File: src/rtl/mbscore_int_pending.sv
// Interrupt request front-end: synchronises raw lines, latches pending sources,
// and hands a frozen request vector to the controller until the handler returns.
module mbscore_int_pending #(
   parameter int unsigned      N_SRC       = 7,
   parameter int unsigned      SYNC_STAGES = 2,
   parameter logic [N_SRC-1:0] SYNC_MASK   = 7'b0111111
) (
   input  logic             clk,
   input  logic             rst,
   input  logic [N_SRC-1:0] irq_in,
   input  logic [N_SRC-1:0] edge_sel,
   input  logic             mask_wr,
   input  logic [N_SRC-1:0] mask_wdata,
   input  logic             ie_wr,
   input  logic             ie_wdata,
   input  logic             int_jump,
   input  logic             eret,
   output logic [N_SRC-1:0] int_vec,
   output logic             int_en_n,
   output logic [N_SRC-1:0] pending_q,
   output logic [N_SRC-1:0] mask_q,
   output logic             in_service
);

   typedef enum logic [1:0] {IDLE, REQ, SERV} state_t;

   state_t           state_q, state_d;
   logic [N_SRC-1:0] sync_q [SYNC_STAGES];
   logic [N_SRC-1:0] s, s_prev, set_vec, clear_vec, pending_d, vec_d;
   logic             ie_q, serv_d;

   // Only asynchronous bits enter the chain; synchronous bits bypass it.
   always_ff @(posedge clk or posedge rst) begin
      if (rst) begin
         for (int unsigned i = 0; i < SYNC_STAGES; i++) sync_q[i] <= '0;
      end else begin
         sync_q[0] <= irq_in & SYNC_MASK;
         for (int unsigned i = 1; i < SYNC_STAGES; i++) sync_q[i] <= sync_q[i-1];
      end
   end

   assign s       = (sync_q[SYNC_STAGES-1] & SYNC_MASK) | (irq_in & ~SYNC_MASK);
   assign set_vec = (edge_sel & s & ~s_prev) | (~edge_sel & s);

   always_comb begin
      state_d   = state_q;
      vec_d     = int_vec;
      serv_d    = in_service;
      clear_vec = '0;
      case (state_q)
         IDLE: begin
            vec_d = '0;
            if (ie_q && (|(pending_q & mask_q))) begin
               vec_d   = pending_q & mask_q;
               state_d = REQ;
            end
         end
         REQ: begin
            if (int_jump) begin
               // isolate the lowest set bit = highest-priority requested source
               clear_vec = int_vec & (~int_vec + N_SRC'(1));
               vec_d     = '0;
               serv_d    = 1'b1;
               state_d   = SERV;
            end else if (ie_wr && !ie_wdata) begin
               vec_d   = '0;
               state_d = IDLE;
            end
         end
         SERV: begin
            vec_d = '0;
            if (eret) begin
               serv_d  = 1'b0;
               state_d = IDLE;
            end
         end
         default: begin
            vec_d   = '0;
            serv_d  = 1'b0;
            state_d = IDLE;
         end
      endcase
      pending_d = (pending_q & ~clear_vec) | set_vec;
   end

   always_ff @(posedge clk or posedge rst) begin
      if (rst) state_q <= IDLE;
      else     state_q <= state_d;
   end

   always_ff @(posedge clk or posedge rst) begin
      if (rst) begin
         s_prev     <= '0;
         pending_q  <= '0;
         mask_q     <= '0;
         ie_q       <= 1'b0;
         int_vec    <= '0;
         in_service <= 1'b0;
      end else begin
         s_prev     <= s;
         pending_q  <= pending_d;
         int_vec    <= vec_d;
         in_service <= serv_d;
         if (mask_wr) mask_q <= mask_wdata;
         if (ie_wr)   ie_q   <= ie_wdata;
      end
   end

   assign int_en_n = ~ie_q | in_service;

endmodule

File: config.mk
export PLATFORM = sky130hd
export DESIGN_NAME = mbscore_int_pending
export DESIGN_NICKNAME = d
export VERILOG_FILES = /design/src/rtl/mbscore_int_pending.sv
export SDC_FILE = /design/constraint.sdc
export NUM_CORES = 1
export LEC_CHECK = 0
export CAP_MARGIN = 20
export CORE_ASPECT_RATIO = 1.75
export CORE_MARGIN = 4
export CORE_UTILIZATION = 31
export CTS_CLUSTER_SIZE = 28
export DETAILED_ROUTE_END_ITERATION = 8
export HOLD_SLACK_MARGIN = 0.05
export PLACE_DENSITY_LB_ADDON = 0.3
export SLEW_MARGIN = 20
export SYNTH_ARGS = -nofsm -noshare
export SYNTH_HDL_FRONTEND = slang
export SYNTH_SLANG_ARGS = --single-unit
File: constraint.sdc
create_clock -name clk -period 1.14 [get_ports clk]
set_input_delay 0.114 -clock clk [delete_from_list [all_inputs] [get_ports clk]]
set_output_delay 0.114 -clock clk [all_outputs]
set_load 0.005 [all_outputs]
==> summary.md <==
| Metric | Value |
|---|---|
| Final clock skew | `0.00388 ns` |
| TritonCTS clock tree | `yes` |
| Leakage power | `1.15 nW` |
| Antenna violations before repair | `0` |
| Clock sink total | `44` |
| Antenna diodes | `0` |
| DR WL met2 | `2200 um` |
| CP peak stage delay | `0.40 ns` |
| RSZ-0062 raised after global routing | `true` |
| Root Buffer | `clkbuf_8` |
| Critical-path cell list | `buf_6 > a222oi_1 > nand3_1 > a21o_1` |
| Highest metal used | `met4` |
| Die Span X | `61.4 um` |
| Avg Vias per Cell | `5.02` |
| Share of the synthesized area in the top cell type | `0.712` |
| Final Setup Violations | `17` |
| Endpoint class of the critical path | `flop` |
| Cell Int Power | `3.10 mW` |
| Arrival time worst endpoint | `1.49 ns` |
| Worst setup slack after layout | `-0.157 ns` |
| Drt wl/cell | `16.3 um` |
| VDD IR max | `1.03 mV` |
| Slew headroom | `0.738` |
| CP Data Required Time | `1.33 ns` |
| Clock-pin transition on the worst setup and hold timing paths | `0.08 ns` |
| Tmin final | `1.30 ns` |
| Mean Syn Cell Area | `15.2 um^2` |
| Vias in the first global route | `1389` |
| Sequential power share | `0.441` |
| Post-CTS Hold Fix Bufs | `0` |
| Cell Area, Synth | `0.00155 mm^2` |
| Placer's final routability congestion estimate | `0.737` |
| Failing checks | `negative setup slack` |
| First-pass GRT wire length | `6420 um` |
| Top cells by area, synth | `dfrtp_1 (71%), mux2_2 (5.8%), a32o_1 (4.5%), a22o_1 (4.0%), nand2_1 (2.7%)` |
| Syn nets | `130` |
| Met1 wire length | `1480 um` |
| Number of fill cells | `407` |
| Die footprint | `0.00623 mm^2` |
| Initial drt markers | `22` |
| Outcome | `finished, violations left` |
| Latest clock arrival within the worst-skew pair | `0.29 ns` |
| Layout cell share with drive strength beyond 1 | `0.391` |
| Via count | `1276` |
| Buffers and inverters on the worst path | `1` |
| P&R area growth vs syn | `66.4%` |
| Antenna viol nets, final | `0` |
| Total detailed-routing wirelength | `4140 um` |
| P_sw | `1.21 mW` |
| Final hold violation count | `0` |
| # DRC | `0` |
| Slew Limit Fails | `0` |
| CTS HTree Levels | `2` |
| Startpoint Class | `flop` |
| Dpl ws | `-0.206 ns` |
| Distinct cells, synth | `24` |
| MaxCap Viol Count | `0` |
| GRT Util Overall | `0.143` |
| Num CTS Buffers | `5` |
| Clock network power share | `0.210` |
| Combinational Power Share | `0.349` |
| First drt pass iteration count | `4` |
| IO Pins | `51` |
| F_max | `771 MHz` |
| Initial core utilization | `0.326` |
| Nets | `230` |
| Largest net degree at the start of global routing | `45` |
| Switching share of total power | `0.280` |
| Sequential area share after synthesis | `0.712` |
| Mapped Cells | `102` |
| Warnings from Yosys | `0` |
| CP Class | `reg -> reg` |
| Async SR Flop Fraction | `1.00` |
| Most common cell in the netlist | `dfrtp_1` |
| Detailed Place HPWL | `2740 um` |
| Number of port buffers | `50` |
| Bufs on Longest Clock Path | `2` |
| Critical path fanouts, max | `2` |
| Actual slew at the worst max-slew pin | `0.393 ns` |
| Final Cycle Share | `1.14` |
| Yosys reg bits | `44` |
| Cell taking the most area after synthesis | `dfrtp_1` |
| CORE AREA | `0.00475 mm^2` |
| Grt ovf | `0` |
| Top Family by Delay on Critical Path | `compound AO/OA/AOI/OAI gates` |
| Post-synth top cells | `dfrtp_1 (44), nand2_1 (11), mux2_2 (8), a22o_1 (7), a32o_1 (7)` |
| Number of enable flip-flop cells after synthesis | `0` |
| Pwr dens | `1670 mW/mm^2` |
| Critical-path top delay cell | `dfrtp_1` |
| Metal3 WL | `310 um` |
| HP Class | `in -> async` |
| Row cnt | `33` |
| Die Height | `101 um` |
| Main synth FF type | `dfrtp_1` |
| Worst hold slack | `0.209 ns` |
## cells by family (layout without fill, tap and decap cells)
group	count (synthesis)	after routing	share of synthesized area
DFF	44	44	0.712
and+or+nand+nor	26	26	0.104
muxes	8	8	0.0583
AOI/OAI and AO/OA	21	21	0.118
buffers and inverters	3	103	0.00728
## worst reg2reg max path: stages (launching register included)
cell and delay [ns]:
dfrtp_1 0.40, buf_6 0.12, a222oi_1 0.35, nand3_1 0.13
a21o_1 0.19
## cell usage in the layout, fill, tap and decap left out, types with 5 or more instances in the layout
master and instances:
dlygate4sd2_1 14, nand2_1 9, clkdlybuf4s50_1 27, dfrtp_1 43, buf_4 34, clkbuf_8 5, buf_6 14, a22o_1 7
mux2_2 8, a32o_1 7
## per-stage QoR
| stage | utilization | cells | setup TNS, ns | cell area, um^2 | power, mW |
|---|---|---|---|---|---|
| global placement | 0.471 | 218 | -2.76 | 2240 | 3.00 |
| floorplan | - | 102 | 0 | 1550 | 2.35 |
| global route | 0.542 | 254 | -2.27 | 2570 | 4.52 |
| detailed placement | 0.471 | 218 | -2.88 | 2240 | 3.04 |
| CTS | 0.534 | 253 | -0.880 | 2530 | 4.22 |
| finish | 0.542 | 254 | -1.40 | 2570 | 4.30 |
## area by class of cell
class	count	area [um^2]	share of cell area
multi-input cells	55	472	0.183
flip-flops and latches	44	1100	0.428
repair buffers	94	846	0.329
clock buffers	6	72.6	0.0282
inverters	2	11.3	0.00438
clock inverters	1	5.00	0.00194
well taps	52	65.1	0.0253
## worst paths after layout
check,start,endpoint,slack [ns],cells past startpoint
min,rst,sync_q[9]$_DFF_PP0_,0.21,3
max,pending_q[5]$_DFF_PP0_,state_q[0]$_DFFE_PP0P_,-0.16,4
min in group clk,irq_in[3],sync_q[10]$_DFF_PP0_,0.26,1
max in group asynchronous,rst,sync_q[7]$_DFF_PP0_,0.72,3
max reg2reg,pending_q[5]$_DFF_PP0_,state_q[0]$_DFFE_PP0P_,-0.16,4
min reg2reg,sync_q[7]$_DFF_PP0_,sync_q[0]$_DFF_PP0_,0.35,0
## repair_timing
| action | in CTS | in global routing |
|---|---|---|
| gates resized for setup | 49 | 20 |
| endpoints found under the setup margin | 37 | 21 |
| pin swaps | 7 | 15 |
| setup buffers | 28 | 6 |
| cloned | 0 | 0 |
## sequential cells by signal (all words and copies together), names as in the netlist
signal / cells
sync_q: 12
int_vec: 7
mask_q: 7
pending_q: 7
s_prev: 7
state_q: 2
ie_q: 1
in_service: 1
## power groups by stage
stage / sequential, mW / clock, mW / combinational [mW]
finish: 1.90 / 0.902 / 1.50
CTS: 1.89 / 0.922 / 1.41
detailed placement: 1.98 / 0 / 1.06
global placement: 1.97 / 0 / 1.03
floorplan: 1.97 / 0 / 0.384
global route: 1.92 / 0.983 / 1.61
## metal layers
metal,up-vias,track usage
li1,574,-
met1,639,0.151
met5,-,0
met2,52,0.250
met4,0,0.0735
met3,11,0.0383
Power figures use the tool's default switching activity.
